==> src/rtl/oled_refresh.sv <==
// Streams one frame to a 16-bit-colour OLED panel: a 7-byte window/write header
// followed by every framebuffer byte, each byte strobed out as a LOAD/LATCH pair.
module oled_refresh #(
  parameter int COLS = 128,
  parameter int ROWS = 128,
  localparam int FB_BYTES = COLS * ROWS * 2,
  localparam int AW = $clog2(FB_BYTES)
) (
  input  logic          clk,
  input  logic          rst,
  input  logic          init_done,
  input  logic          start,
  input  logic [7:0]    fb_data,
  output logic [AW-1:0] fb_addr,
  output logic          busy,
  output logic          done,
  output logic          oled_cs,
  output logic          oled_e,
  output logic          oled_dc,
  output logic [7:0]    oled_dout
);

  typedef enum logic [2:0] {
    IDLE,
    HDR_LOAD,
    HDR_LATCH,
    PIX_LOAD,
    PIX_LATCH,
    FINISH
  } state_t;

  localparam logic [AW-1:0] LAST    = AW'(FB_BYTES - 1);
  localparam logic [7:0]    COL_END = 8'(COLS - 1);
  localparam logic [7:0]    ROW_END = 8'(ROWS - 1);

  state_t        state;
  logic [2:0]    hdr_idx;
  logic [AW-1:0] pix_cnt;
  logic          pending;
  logic [AW-1:0] next_addr;

  // Header entries are {dc, byte}: set column window, set row window, write RAM.
  function automatic logic [8:0] hdr_byte(input logic [2:0] idx);
    case (idx)
      3'd0:    hdr_byte = {1'b0, 8'h15};
      3'd1:    hdr_byte = {1'b1, 8'h00};
      3'd2:    hdr_byte = {1'b1, COL_END};
      3'd3:    hdr_byte = {1'b0, 8'h75};
      3'd4:    hdr_byte = {1'b1, 8'h00};
      3'd5:    hdr_byte = {1'b1, ROW_END};
      default: hdr_byte = {1'b0, 8'h5C};
    endcase
  endfunction

  assign next_addr = (fb_addr == LAST) ? '0 : fb_addr + 1'b1;

  // fb_addr advances as each pixel is loaded, so the synchronous RAM has the
  // following byte ready by the next PIX_LOAD.
  always_ff @(posedge clk) begin
    if (rst) begin
      state     <= IDLE;
      oled_cs   <= 1'b1;
      oled_e    <= 1'b1;
      oled_dc   <= 1'b0;
      oled_dout <= 8'h00;
      fb_addr   <= '0;
      busy      <= 1'b0;
      done      <= 1'b0;
      pending   <= 1'b0;
      hdr_idx   <= '0;
      pix_cnt   <= '0;
    end else begin
      done <= 1'b0;
      if (start && state != IDLE && state != FINISH)
        pending <= 1'b1;
      case (state)
        IDLE, FINISH: begin
          if (init_done && (start || pending)) begin
            state                <= HDR_LOAD;
            oled_cs              <= 1'b0;
            oled_e               <= 1'b1;
            busy                 <= 1'b1;
            fb_addr              <= '0;
            hdr_idx              <= '0;
            pix_cnt              <= '0;
            pending              <= 1'b0;
            {oled_dc, oled_dout} <= hdr_byte(3'd0);
          end else if (state == FINISH) begin
            state   <= IDLE;
            pending <= pending | start;
          end
        end
        HDR_LOAD: begin
          oled_e <= 1'b0;
          state  <= HDR_LATCH;
        end
        HDR_LATCH: begin
          oled_e <= 1'b1;
          if (hdr_idx == 3'd6) begin
            state     <= PIX_LOAD;
            oled_dc   <= 1'b1;
            oled_dout <= fb_data;
            fb_addr   <= next_addr;
          end else begin
            state                <= HDR_LOAD;
            hdr_idx              <= hdr_idx + 3'd1;
            {oled_dc, oled_dout} <= hdr_byte(hdr_idx + 3'd1);
          end
        end
        PIX_LOAD: begin
          oled_e <= 1'b0;
          state  <= PIX_LATCH;
        end
        PIX_LATCH: begin
          oled_e <= 1'b1;
          if (pix_cnt == LAST) begin
            state   <= FINISH;
            done    <= 1'b1;
            oled_cs <= 1'b1;
            busy    <= 1'b0;
          end else begin
            state     <= PIX_LOAD;
            pix_cnt   <= pix_cnt + 1'b1;
            oled_dc   <= 1'b1;
            oled_dout <= fb_data;
            fb_addr   <= next_addr;
          end
        end
        default: state <= IDLE;
      endcase
    end
  end

endmodule

==> config.mk <==
export PLATFORM = sky130hd
export DESIGN_NAME = oled_refresh
export DESIGN_NICKNAME = d
export VERILOG_FILES = /design/src/rtl/oled_refresh.sv
export SDC_FILE = /design/constraint.sdc
export NUM_CORES = 1
export LEC_CHECK = 0
export ABC_CLOCK_PERIOD_IN_PS = 2800
export BUFFER_PORTS_ARGS = -buffer_cell sky130_fd_sc_hd__buf_2
export CAP_MARGIN = 10
export CORE_MARGIN = 2
export CORE_UTILIZATION = 57
export DETAILED_ROUTE_END_ITERATION = 10
export GPL_ROUTABILITY_DRIVEN = 0
export GPL_TIMING_DRIVEN = 0
export PLACE_DENSITY_LB_ADDON = 0.1
export SLEW_MARGIN = 10
export SYNTH_ARGS = -nofsm -noshare
export SYNTH_HDL_FRONTEND = slang
export SYNTH_SLANG_ARGS = --single-unit
export TNS_END_PERCENT = 100
==> constraint.sdc <==
create_clock -name clk -period 2.8 [get_ports clk]
set_input_delay 0.56 -clock clk [delete_from_list [all_inputs] [get_ports clk]]
set_output_delay 0.56 -clock clk [all_outputs]
set_load 0.02 [all_outputs]
==> reports/metrics.yaml <==
worstMarginPinSlew_ps: 822.2
drt-vias-per-instance: 6.226
yosysTopAreaCellShare_pct: 36.08
core_region_area_sq_um: 4723
postSynthRegisterBits: 50
drive_gt1_share_pct: 17.30
grt_pass1_wl_um: 11900
fin_crit_sh_pct: 91.71
rr_endpoint: "fb_addr[3]$_SDFFE_PP0P_"
syn_to_final_growth_pct: 13.17
finalClockSkew_ps: 10.76
clock-sinks: 50
hold_viol_final: 0
gr-usage-met2_pct: 46.83
avgSynthCellArea_sq_um: 8.017
met3_usage_pct: 5.898
outcome: "finished, final reports clean"
die_w_um: 73.76
wl_um: 7279
n_antenna_cell: 0
yosysTopAreaCell: "dfxtp_1"
h-tree-depth: 2
synth.cell_area_sq_um: 2774
synth_fp_nets: 365
grt_pass1_vias: 2593
root_buffer: "clkbuf_8"
p_total_w: 0.001306
pin_count: 40
hold_start: "oled_dout[6]$_SDFFE_PP0P_"
track_usage_pct: 27.92
hold_path_depth: 2
cts_tree: "yes"
hold_end: "oled_dout[6]$_SDFFE_PP0P_"
cts_hold_buf: 0
ant_nets: 0
clk_latency_ps: 310
synthFlopType: "dfxtp_1"
cts_buffer_depth: 2
end_kind: "register"
start_kind: "register"
p_leak_nw: 1.131
wl_per_cell_um: 15.82
cts_made_buffers: 5
dp_hpwl_um: 5321
timing.reg2reg.setup_slack_ps: 230
use_met1_pct: 35.88
grt_max_degree: 16
fp.dieH_um: 73.76
start_util_pct: 58.73
r2r.worst_path.cells: 9
fin_crit_ps: 2568
ys_warn_count: 0
synthArstFlopShare_pct: 0
slew_viol_final: 0
dieArea_sq_um: 5441
setup_tns_ps: 0
ys_seq_area_share_pct: 36.08
synth_edf_count: 0
setup_viol: 0
syn-instance-count: 346
criticalPathCategory: "reg -> reg"
layout.nets: 411
rsz0062_at_grt: "no"
grt_overflow: 0
peakVddDrop_mv: 0.3347
drtIter0Drc: 164
num_vias: 2864
drv_cap: 0
drtPass1Iterations: 4
ys_types: 53
r2r_start: "hdr_idx[0]$_SDFFE_PP0P_"
synth.area.top_cells: "dfxtp_1, a21oi_1, nand3_1, o31ai_1, or4_1"
cts_setup_buffers: 0
maxSlewHeadroom_pct: 44.68
hold_path.class: "reg -> reg"
busiest_layer: "met2"
io_buffers: 39
drc: 0
antenna_found_initial: 0
critical_path_required_ps: 3020
critical_path_arrival_ps: 2780
power_density_nw_per_um2: 416.0
cp_max_fo: 10
core.rowCount: 25
fmax_mhz: 389.4
cts.clk_slew.worst_paths_ps: 90
post_cts_resized: 0
placed cells by master, fill, tap and decap left out, types with 7 or more instances in the layout:
| master | netlist | routed |
|---|---|---|
| a21oi_1 | 42 | 42 |
| ha_1 | 7 | 7 |
| nor3_1 | 14 | 14 |
| nor2_1 | 25 | 25 |
| nand2_1 | 24 | 24 |
| buf_2 | 9 | 48 |
| or4_1 | 13 | 13 |
| clkbuf_1 | 10 | 11 |
| o21ai_0 | 9 | 9 |
| nand4_1 | 13 | 13 |
| dfxtp_1 | 50 | 50 |
| nand3_1 | 22 | 22 |
| o31ai_1 | 14 | 14 |
| inv_1 | 11 | 11 |
| a211oi_1 | 8 | 8 |
registers in the layout, indices dropped and copies added (netlist names):
| signal | flops |
|---|---|
| busy | 1 |
| done | 1 |
| fb_addr | 15 |
| hdr_idx | 3 |
| oled_cs | 1 |
| oled_dc | 1 |
| oled_dout | 8 |
| oled_e | 1 |
| pending | 1 |
| pix_cnt | 15 |
| state | 3 |
critical path: stages (launching register included):
cell	delay, ps
dfxtp_1	410
inv_1	120
ha_1	150
clkbuf_1	330
nand4b_1	170
a21oi_1	240
buf_2	270
a2bb2oi_2	390
nand2_1	230
o32ai_1	170
report_power, final:
| part | leakage [nW] | internal (W) | switching, W |
|---|---|---|---|
| Sequential | 0.405 | 0.000725 | 0.0000106 |
| Clock | 0.0452 | 0.000177 | 0.000248 |
| Combinational | 0.681 | 0.0000478 | 0.0000977 |
how the worst max path moves through the flow:
stage                            start  cells after the start                       end
6_report       hdr_idx[0]$_SDFFE_PP0P_                      9   fb_addr[3]$_SDFFE_PP0P_
5_1_grt        hdr_idx[0]$_SDFFE_PP0P_                      9   fb_addr[3]$_SDFFE_PP0P_
4_1_cts        hdr_idx[0]$_SDFFE_PP0P_                      8  fb_addr[11]$_SDFFE_PP0P_
3_5_place_dp   hdr_idx[0]$_SDFFE_PP0P_                      8  fb_addr[11]$_SDFFE_PP0P_
3_3_place_gp   hdr_idx[0]$_SDFFE_PP0P_                      8  fb_addr[11]$_SDFFE_PP0P_
2_1_floorplan  hdr_idx[0]$_SDFFE_PP0P_                      8  fb_addr[11]$_SDFFE_PP0P_
metrics by stage:
stage | utilization (%) | setup WS (ps) | std cells | instance area [sq um] | hold slack (ps)
after floorplan | - | 670.5 | 346 | 2774 | 437.1
after global routing | 66.46 | 0.02087 | 460 | 3139 | 501.5
final | 66.46 | 232.2 | 460 | 3139 | 481.7
after CTS | 66.46 | 239.7 | 460 | 3139 | 473.3
after detailed placement | 64.64 | 241.5 | 452 | 3053 | 459.4
after global placement | 64.64 | 311.4 | 452 | 3053 | 453.7
Yosys cell counts (all sizes together) (2+ instances only):
library cell,number
mux2i,4
o31ai,14
a22oi,3
nand4,13
dfxtp,50
buf,10
clkbuf,10
and2,3
and3,2
nor3b,2
or3,5
o311ai,2
xor2,2
o32ai,6
a21oi,43
nand4b,2
nand2b,5
a2111oi,4
nand2,24
nor3,14
o21ai,12
and4,2
nand3,22
ha,7
nor4,4
a211oi,8
or4,13
xnor2,3
or2,5
nor2,25
inv,12
routing by layer:
metal / wire, um / part of all wire [%]
met5: 0 / 0
met2: 3438 / 47
met1: 3284 / 45
met3: 424 / 5.8
met4: 130 / 1.8
cells by family after synthesis:
kind of cell,share of synthesized area (%)
simple gates,27.06
flops,36.08
xor+xnor,1.579
fa+ha+maj,3.563
compound gates,24.99
mux,1.849
buf+inv,4.871
cell type report:
class / count / area, sq um
multi-input cells: 264 / 1638
repair buffers: 39 / 195.2
fillers: 413 / 1584
inverters: 12 / 45.04
clock buffers: 6 / 72.57
clock inverters: 2 / 13.76
plain buffers: 20 / 90.09
well taps: 67 / 83.83
flip-flops and latches: 50 / 1001
(Power assumes the default switching activity.)
